### src/rtl/prince_api_master.sv
// Host-side bus initiator for the PRINCE cipher register wrapper.
// Takes one key/block/mode request, programs the cipher over a simple
// cs/we register bus, waits for completion and returns the 64-bit result.
//
// state    | meaning
// ---------+--------------------------------------------------------------
// IDLE     | waiting for start
// PRECHECK | read STATUS until ready; the responder drops writes otherwise
// WR_CFG   | write CONFIG with the mode bit
// WR_KEY   | write KEY0..KEY3, one word per cycle
// WR_BLK   | write BLOCK0, BLOCK1
// WR_CTRL  | write CTRL = NEXT
// DELAY    | POLL_DELAY quiet cycles before polling
// POLL     | read STATUS until ready or timeout
// RD0      | read RESULT0 into staging
// RD1      | read RESULT1, update result
// FIN      | done pulse; a new start may be taken here
// ERR      | error pulse; a new start may be taken here
module prince_api_master #(
  parameter int unsigned POLL_DELAY = 2,
  parameter int unsigned TIMEOUT    = 255
) (
  input  logic          clk,
  input  logic          reset,
  input  logic          start,
  input  logic          encdec,
  input  logic [127:0]  key,
  input  logic [63:0]   block,
  output logic          busy,
  output logic          done,
  output logic          error,
  output logic [63:0]   result,
  output logic          cs,
  output logic          we,
  output logic [7:0]    address,
  output logic [31:0]   write_data,
  input  logic [31:0]   read_data
);

  localparam int unsigned   TW       = $clog2(TIMEOUT + 1);
  localparam logic [TW-1:0] TO_LAST  = TW'(TIMEOUT - 1);
  localparam logic [3:0]    DLY_LOAD = 4'(POLL_DELAY - 1);

  localparam logic [7:0] ADDR_CTRL   = 8'h08;
  localparam logic [7:0] ADDR_STATUS = 8'h09;
  localparam logic [7:0] ADDR_CONFIG = 8'h0a;
  localparam logic [7:0] ADDR_RES0   = 8'h30;
  localparam logic [7:0] ADDR_RES1   = 8'h31;

  typedef enum logic [3:0] {
    S_IDLE, S_PRECHECK, S_WR_CFG, S_WR_KEY, S_WR_BLK, S_WR_CTRL,
    S_DELAY, S_POLL, S_RD0, S_RD1, S_FIN, S_ERR
  } state_t;

  state_t           state, state_d;
  logic [1:0]       idx, idx_d;
  logic [TW-1:0]    to_cnt, to_cnt_d;
  logic [3:0]       dly, dly_d;
  logic             accept;

  logic             encdec_q;
  logic [3:0][31:0] key_q;
  logic [1:0][31:0] block_q;
  logic [31:0]      staging;

  logic             cs_d, we_d, busy_d, done_d, error_d;
  logic [7:0]       address_d;
  logic [31:0]      write_data_d;

  // Next-state, counter updates and the bus/status values for the next cycle.
  always_comb begin
    state_d      = state;
    idx_d        = idx;
    to_cnt_d     = to_cnt;
    dly_d        = dly;
    accept       = 1'b0;
    cs_d         = 1'b0;
    we_d         = 1'b0;
    address_d    = address;
    write_data_d = write_data;

    case (state)
      S_IDLE, S_FIN, S_ERR: begin
        state_d = S_IDLE;
        if (start) begin
          state_d  = S_PRECHECK;
          accept   = 1'b1;
          to_cnt_d = '0;
        end
      end
      S_PRECHECK, S_POLL: begin
        if (read_data[0]) begin
          state_d = (state == S_PRECHECK) ? S_WR_CFG : S_RD0;
        end else if (to_cnt >= TO_LAST) begin
          state_d = S_ERR;
        end else if (to_cnt != {TW{1'b1}}) begin
          to_cnt_d = to_cnt + 1'b1;
        end
      end
      S_WR_CFG: begin
        state_d = S_WR_KEY;
        idx_d   = 2'd0;
      end
      S_WR_KEY: begin
        if (idx == 2'd3) begin
          state_d = S_WR_BLK;
          idx_d   = 2'd0;
        end else begin
          idx_d = idx + 2'd1;
        end
      end
      S_WR_BLK: begin
        if (idx == 2'd1) begin
          state_d = S_WR_CTRL;
          idx_d   = 2'd0;
        end else begin
          idx_d = idx + 2'd1;
        end
      end
      S_WR_CTRL: begin
        state_d = S_DELAY;
        dly_d   = DLY_LOAD;
      end
      S_DELAY: begin
        if (dly == 4'd0) begin
          state_d  = S_POLL;
          to_cnt_d = '0;
        end else begin
          dly_d = dly - 4'd1;
        end
      end
      S_RD0:   state_d = S_RD1;
      S_RD1:   state_d = S_FIN;
      default: state_d = S_IDLE;
    endcase

    // Bus outputs are registered, so they follow the state being entered.
    case (state_d)
      S_PRECHECK, S_POLL: begin
        cs_d      = 1'b1;
        address_d = ADDR_STATUS;
      end
      S_WR_CFG: begin
        cs_d         = 1'b1;
        we_d         = 1'b1;
        address_d    = ADDR_CONFIG;
        write_data_d = {31'b0, encdec_q};
      end
      S_WR_KEY: begin
        cs_d         = 1'b1;
        we_d         = 1'b1;
        address_d    = {6'b000100, idx_d};
        write_data_d = key_q[idx_d];
      end
      S_WR_BLK: begin
        cs_d         = 1'b1;
        we_d         = 1'b1;
        address_d    = {7'b0010000, idx_d[0]};
        write_data_d = block_q[idx_d[0]];
      end
      S_WR_CTRL: begin
        cs_d         = 1'b1;
        we_d         = 1'b1;
        address_d    = ADDR_CTRL;
        write_data_d = 32'h1;
      end
      S_RD0: begin
        cs_d      = 1'b1;
        address_d = ADDR_RES0;
      end
      S_RD1: begin
        cs_d      = 1'b1;
        address_d = ADDR_RES1;
      end
      default: ;
    endcase

    busy_d  = !(state_d inside {S_IDLE, S_FIN, S_ERR});
    done_d  = (state_d == S_FIN);
    error_d = (state_d == S_ERR);
  end

  // State, counters, request capture, result assembly and registered outputs.
  always_ff @(posedge clk) begin
    if (reset) begin
      state      <= S_IDLE;
      idx        <= '0;
      to_cnt     <= '0;
      dly        <= '0;
      encdec_q   <= 1'b0;
      key_q      <= '0;
      block_q    <= '0;
      staging    <= '0;
      result     <= '0;
      busy       <= 1'b0;
      done       <= 1'b0;
      error      <= 1'b0;
      cs         <= 1'b0;
      we         <= 1'b0;
      address    <= '0;
      write_data <= '0;
    end else begin
      state      <= state_d;
      idx        <= idx_d;
      to_cnt     <= to_cnt_d;
      dly        <= dly_d;
      busy       <= busy_d;
      done       <= done_d;
      error      <= error_d;
      cs         <= cs_d;
      we         <= we_d;
      address    <= address_d;
      write_data <= write_data_d;
      if (accept) begin
        encdec_q <= encdec;
        key_q    <= key;
        block_q  <= block;
      end
      if (state == S_RD0) staging <= read_data;
      if (state == S_RD1) result  <= {read_data, staging};
    end
  end

endmodule

### config.mk
export PLATFORM = sky130hd
export DESIGN_NAME = prince_api_master
export DESIGN_NICKNAME = d
export VERILOG_FILES = /design/src/rtl/prince_api_master.sv
export SDC_FILE = /design/constraint.sdc
export NUM_CORES = 1
export LEC_CHECK = 0
export ABC_AREA = 0
export CAP_MARGIN = 10
export CORE_MARGIN = 2
export CORE_UTILIZATION = 25
export DETAILED_ROUTE_END_ITERATION = 16
export PLACE_DENSITY = 0.52
export REMOVE_ABC_BUFFERS = 1
export SYNTH_ARGS = -nofsm -noshare
export SYNTH_HDL_FRONTEND = slang
export SYNTH_SLANG_ARGS = --single-unit
### constraint.sdc
create_clock -name clk -period 6.4 [get_ports clk]
set_input_delay 1.92 -clock clk [delete_from_list [all_inputs] [get_ports clk]]
set_output_delay 1.92 -clock clk [all_outputs]
set_load 0.1 [all_outputs]
# == Yosys cells after proc, flatten, opt, wreduce, memory -nomap -nowiden ==
# Cells that the tools add are included.
# op_classes
addsub,3
n_eq_ne,30
order_cmp,3
div,0
n_mul,0
n_bitwise,0
n_mux,29
reduce_logical,16
n_shift,0
# ops
operator,n
case mux 32 bit (4 select lines),1
2-to-1 mux 32 bit,3
binary-select mux 32 bit (select 2 bit),1
case mux 8 bit (7 select lines),1
2-to-1 mux 8 bit,5
case mux 4 bit (9 select lines),1
"== test 4 bit, second input constant",8
"== test 4 x 3 -> 1 bit, second input constant",7
2-to-1 mux 4 bit,7
case mux 8 bit (3 select lines),1
"== test 4 x 2 -> 1 bit, second input constant",4
logical NOT 4 bit,3
"inequality test 2 bit, second input constant",6
"adder 8 x 1 -> 8 bit, second input constant",1
"== test 4 x 1 -> 1 bit, second input constant",2
">= comparator 8 bit, second input constant",1
"inequality test 8 bit, second input constant",1
case mux 4 bit (2 select lines),1
OR reduction 8 bit,1
nonzero test 7 bit,1
case mux 2 bit (3 select lines),1
AND reduction 6 bit,1
nonzero test 3 bit,2
2-to-1 mux 1 bit,5
14 further kinds,16
# totals
input_bits,228
mem_bits_rw,0
n_memories,0
out_inout_bits,109
regBits,352
mem_bits_ro,0
latch_bits,0

# == Depth between registers and ports, before layout ==
# Gate-level depths: netlist (run 1).
# logic_depth
word_depth,7
mapped_depth,12

# == Worst setup path after synthesis (run 1) ==
# Ideal clock, no wire load.
# synth_timing
path_type,input-to-reg
start,input read_data[0]
end,register write_data[21]
cell_stages,10
n_path_buf,4
arrival_time_ps,3847
setup_time_ps,138
path_slack_ps,2415
t_required_ps,6262
path_cell_list,clkbuf_1 > a211o_1 > a311oi_2 > and4bb_1 > buf_4 > o41a_1 > buf_6 > buf_6 > mux2i_1 > o221ai_1
# synth_via
elab_chain_cells,4
word_cells_on_any_way,8
classes_between,4 x eq/ne; 3 x mux; 1 x reduce/logical
# synth_rtl
element,line,text
start: declaration,37,input logic [31:0] read_data
2-to-1 mux 4 bit *,92,if (read_data[0]) begin
case mux 4 bit (9 select lines) *,82,case (state)
== test 4 x 3 -> 1 bit or == test 4 x 2 -> 1 bit (tied branches),138,case (state_d)
case mux 32 bit (4 select lines) or nonzero test 4 bit (tied branches),n/a,
end signal: assignment,213,write_data <= write_data_d;
end: declaration,36,"output logic [31:0] write_data,"
# Mark *: on every way between the ends. The rest lies on a longest branch, timed or not.
# A chain may end at the register's enable or synchronous reset.

# == Final worst setup path (run 1) ==
# layout_timing
start,input read_data[0]
end,register write_data[13]
# The elaborated chain is that of the path after synthesis.

==> results.ini, run 1 <==
[clock_network]
holdBufCountCts=0
h-tree-depth=2
clock_latency_ns=0.56
cts_buffers=41
cts_setup_buffers=0
cts_sinks=349
cts-resized-gates=0
cts_tree=yes
cts_root_buffer=clkbuf_16
clk_pin_slew_ns=0.06
cts_max_path_buffers=3

[worst_setup_path]
crit_fanout=22
required_ns=6.78
path_cells=clkdlybuf4s50_1 > a211o_1 > a311oi_2 > and4bb_1 > o41a_2 > buf_12 > mux2i_1 > o221ai_1
crit_type=input pin to flop
endpoint_kind=flop
startpoint_type=input pin
crit_slowest_cell=clkdlybuf4s50_1
crit_family=compound AO/OA/AOI/OAI gates
critPathBufInv=2
critPathMaxStageDelay_ns=0.58
critPathArrivalTime_ns=5.09

[floorplanning]
die_area_sq_um=58200
die_h_um=241
coreArea_sq_um=55400
num_rows=86
start_util=0.254
ios=337
die_x_um=241

[detailed_routing]
wire_per_inst_um=17.2
remaining_drc_errors=0
postRouteAntennaNets=0
viasPerCell=4.66
drt_iter0_drc=718
vias=13003
firstDrtPassIters=5
wirelength_mm=48.1

[timing]
period_share=0.735
fmax_mhz=213
setup-violations-final=0
rsz0062_at_grt=false
slew_headroom=0.157
fin_skew_ns=0.0219
hold_viol=0
setup_tns_ns=0
drv_slew=0
whs_ns=0.436
fin_ws_ns=1.69
worst-slew-pin-transition_ns=1.26
period_minus_slack_ns=4.71

[synthesis]
netlist_area_sq_um=14100
synth-edff-count=0
yosys_warnings=0
ys_types=63
synth_top_flop_cell=dfxtp_1
ys_ff_latch=349
syn-instance-count=1763
ys_seq_area_frac=0.496
syn_avg_cell_area_sq_um=7.99
async_flop_share=0

[power]
p_total_mw=7.33
power_density_nw_per_um2=380
ir_worst_vdd_mv=0.234
leakage_nw=6.70

[grt]
first_global_vias=12576
antenna_found_initial=4
grt_max_degree=168
grt_usage=0.161
grt_pass1_wl_mm=72.7
grt-ovfl-total=0

[min_path]
worstHoldPathType=flop to flop

[placed_design]
place_ws_ns=1.18
routabilityCongestion=0.795
placed_area_sq_um=18000
io_buffers=333
hpwl_mm=31.8

[cells_and_area]
final_common_cell=nand2_1
final_nets=2249
design_area_sq_um=19300
post_route_cells_drive_above_1_share=0.0465
area_growth_pct=37.1
mostFrequentLayoutCells=nand2_1 (622), dfxtp_1 (349), clkdlybuf4s50_1 (331)

[status]
status=completed

[run]
max_cap_viol_count=0

## power by group
part	internal (mW)	switching, mW	total (mW)
Combinational	0.740	1.62	2.36
Sequential	2.50	0.226	2.73
Clock	1.34	0.903	2.24
## worst register-to-register path: stages, from the launching register on
cell	delay, ns
dfxtp_1	0.42
inv_1	0.07
ha_1	0.20
o211a_1	0.24
a211o_1	0.32
a311oi_2	0.46
and4bb_1	0.49
o41a_2	0.55
buf_12	0.30
mux2i_1	0.26
o221ai_1	0.16
## Yosys cell counts, drive strengths merged (3+ instances only)
library cell,count,share of area
buf,16,0.0086
inv,14,0.0037
a21oi,326,0.12
dfxtp,349,0.50
a22oi,32,0.017
nor2b,5,0.0022
o221ai,30,0.019
or3,3,0.0017
o22ai,4,0.0018
a21o,4,0.0021
nand3b,3,0.0016
nor2,29,0.0077
xor2,8,0.0050
nor3,12,0.0043
o21ai,4,0.0014
clkbuf,127,0.034
and2,4,0.0018
mux2i,64,0.045
nand3,5,0.0018
ha,7,0.0062
nand4bb,3,0.0024
nand2b,10,0.0044
nand2,623,0.17
a211o,3,0.0019
nand4b,3,0.0019
a211oi,36,0.020
xnor2,3,0.0019
## metal layers
| metal | track usage | up-vias | routed length, um |
|---|---|---|---|
| li1 | - | 6453 | - |
| met1 | 0.215 | 6087 | 22200 |
| met2 | 0.258 | 393 | 21500 |
| met3 | 0.0394 | 64 | 3360 |
| met4 | 0.0471 | 6 | 1000 |
| met5 | 0 | - | 35 |
## area by class of cell
class | count | area [sq um]
well taps | 748 | 936
fillers | 5794 | 36100
clock buffers | 61 | 1160
repair buffers | 349 | 3510
diodes | 1 | 2.50
clock inverters | 9 | 109
inverters | 14 | 52.6
flip-flops and latches | 349 | 6990
multi-input cells | 1259 | 6540
## metrics by stage
stage                     std cells   util
after floorplan                1622      -
after global placement         2718  0.325
after detailed placement       2719  0.325
after CTS                      2789  0.348
after global routing           2789  0.348
final                          2790  0.348
## state kept, by name, summed over array words and instances (netlist names), 2 cells and up
name,count
idx,2
result,64
to_cnt,8
block_q,64
staging,32
dly,4
write_data,32
state,4
address,5
key_q,128
## final timing paths
check	start	to	slack [ns]	cells after the start
worst max-delay path	read_data[0]	write_data[13]	1.69	8
worst min register to register	staging[19]	result[19]	0.44	2
worst min-delay path	staging[19]	result[19]	0.44	2
worst max register to register	to_cnt[0]	write_data[13]	2.78	10
## kinds of logic after synthesis
logic type	synth area share
AOI/OAI and AO/OA	0.190
xor gates and xnor gates	0.00684
adders and majority gates	0.00693
buffers and inverters	0.0462
DFF	0.496
muxes	0.0490
other	0.000266
and+or+nand+nor	0.204
(Power assumes the default switching activity.)
==> inputs of run 2 (changes only) <==
==> constraint.sdc (replaced) <==
create_clock -name clk -period 4.82 [get_ports clk]
set_input_delay 1.446 -clock clk [delete_from_list [all_inputs] [get_ports clk]]
set_output_delay 1.446 -clock clk [all_outputs]
set_load 0.1 [all_outputs]
==> results.ini, run 2 (synthesized netlist as in run 1, its figures left out) <==
[status]
status=completed

[clock_network]
cts_tree=yes
h-tree-depth=2  ; unchanged
cts_buffers=42  ; +2.4%
cts_max_path_buffers=3  ; unchanged
cts_root_buffer=clkbuf_16
cts_setup_buffers=0  ; unchanged
clk_pin_slew_ns=0.05  ; about the same
cts-resized-gates=0  ; unchanged
cts_sinks=349  ; unchanged
clock_latency_ns=0.56  ; about the same
holdBufCountCts=0  ; unchanged

[worst_setup_path]
crit_start=read_data[0]
crit_end=write_data[8]
startpoint_type=input pin
r2r-end=write_data[8]
critPathBufInv=2  ; unchanged
ff2ff_path_depth=5  ; -5
crit_slowest_cell=clkdlybuf4s50_1
cp_num_cells=7  ; -1
crit_fanout=31  ; +41%
path_cells=clkdlybuf4s50_1 > a211o_1 > a311oi_2 > and4bb_1 > buf_4 > nand2b_2 > o221ai_1
crit_family=compound AO/OA/AOI/OAI gates
critPathArrivalTime_ns=4.39  ; -0.70 ns
timing.rr.start=state[1]
r2r_slack_ns=1.38  ; -1.40 ns
crit_type=input pin to flop
critPathMaxStageDelay_ns=0.61  ; +0.03 ns
endpoint_kind=flop
required_ns=5.27  ; -1.51 ns

[grt]
first_global_vias=12755  ; +1.4%
grt_max_degree=194  ; +15%
grt_usage=0.160  ; -0.000645
grt-ovfl-total=0  ; unchanged
antenna_found_initial=4  ; unchanged
grt_pass1_wl_mm=72.7  ; about the same

[floorplanning]
die_x_um=241  ; unchanged
coreArea_sq_um=55400  ; unchanged
die_h_um=241  ; unchanged
die_area_sq_um=58200  ; unchanged
num_rows=86  ; unchanged
ios=337  ; unchanged
start_util=0.254  ; unchanged

[placed_design]
hpwl_mm=32.8  ; +3.2%
routabilityCongestion=0.810  ; +1.9%
place_ws_ns=0.317  ; -0.862 ns
placed_area_sq_um=18100  ; +0.38%
io_buffers=333  ; unchanged

[cells_and_area]
reg_top3=key_q: 128 flops, block_q: 64 flops, result: 64 flops
final_nets=2255  ; +0.27%
post-route-util=0.354  ; +0.00594
nFillCells=5754  ; -0.69%
regMostFlops=key_q
largest_reg_flops=128  ; unchanged
design_area_sq_um=19600  ; +1.7%
area_growth_pct=39.4
mostFrequentLayoutCells=nand2_1 (622), dfxtp_1 (349), clkdlybuf4s50_1 (331)
final_common_cell=nand2_1
post_route_cells_drive_above_1_share=0.0565  ; +0.00998

[run]
max_cap_viol_count=0  ; unchanged

[detailed_routing]
wirelength_mm=48.3  ; +0.52%
drt_iter0_drc=882  ; +23%
postRouteAntennaNets=0  ; unchanged
vias=13033  ; +0.23%
viasPerCell=4.65  ; -0.20%
remaining_drc_errors=0  ; unchanged
firstDrtPassIters=6  ; +1
wire_per_inst_um=17.2  ; about the same

[timing]
fin_ws_ns=0.874  ; -0.821 ns
period_share=0.819
rsz0062_at_grt=false
period_minus_slack_ns=3.95
fin_skew_ns=0.0267  ; +0.00486 ns
whs_ns=0.446  ; +0.00999 ns
drv_slew=0  ; unchanged
slew_headroom=0.256  ; +0.0989
fmax_mhz=253
worst-slew-pin-transition_ns=1.11  ; -0.148 ns
setup-violations-final=0  ; unchanged
hold_viol=0  ; unchanged

[power]
power_density_nw_per_um2=521  ; +37%
ir_worst_vdd_mv=0.421  ; +80%
leakage_nw=6.87  ; +2.5%

[min_path]
worstHoldPathType=flop to flop

==> run 2: cell count changes in the layout (fill, tap and decap cells not counted), moves of 2 or more <==
cell,delta
clkbuf_1,-10
clkbuf_8,+9
buf_12,+4
bufinv_16,+4
buf_4,+2
clkbuf_16,+2
clkinv_2,+2
inv_6,-2
==> run 2: area by class of cell <==
class | instances | area (sq um) | share of cell area
timing repair buffer | 354 | 3580 | 0.182
clock buffer | 62 | 1300 | 0.0662
antenna | 2 | 5.00 | 0.000255
tap | 748 | 936 | 0.0477
inverter | 14 | 52.6 | 0.00268
multi-input combinational | 1259 | 6540 | 0.333
sequential | 349 | 6990 | 0.356
clock inverter | 14 | 231 | 0.0118
==> run 2: where the power goes <==
group | switching (mW) | internal, mW | total (mW) | leakage, nW
sequential | 0.334 | 3.33 | 3.66 | 2.84
combinational | 2.11 | 1.00 | 3.11 | 3.28
clock | 1.26 | 2.19 | 3.45 | 0.751
==> run 2: routing by layer <==
metal / wire length (um) / track usage / up-vias
met5: 23 / 0 / -
met4: 1100 / 0.0484 / 4
met3: 3600 / 0.0354 / 71
met2: 21800 / 0.257 / 420
met1: 21800 / 0.215 / 6061
li1: - / - / 6477
==> run 2: worst reg2reg max path, delay by kind of cell (launching register included) <==
family | cells | cell delay [ns]
flip-flops | 1 | 0.88
AO/OA/AOI/OAI | 1 | 0.44
AND/OR/NAND/NOR | 4 | 2.00
==> run 2: per-stage QoR <==
| step | std cells | TNS (ns) | power (mW) |
|---|---|---|---|
| after global placement | 2724 | 0 | 6.81 |
| after global routing | 2800 | 0 | 10.8 |
| after CTS | 2800 | 0 | 10.4 |
| after detailed placement | 2724 | 0 | 6.85 |
| final | 2802 | 0 | 10.2 |
| after floorplan | 1622 | -1333.54 | 5.62 |
==> run 2: worst min-delay path by stage <==
stage / slack [ns] / depth (start not counted) / to / start
after global placement: 0.44 / 2 / result[27] / staging[27]
after global routing: 0.47 / 2 / result[12] / staging[12]
after CTS: 0.45 / 2 / result[21] / staging[21]
after detailed placement: 0.44 / 2 / result[23] / staging[23]
final: 0.45 / 2 / result[21] / staging[21]
after floorplan: 0.43 / 2 / result[0] / staging[0]
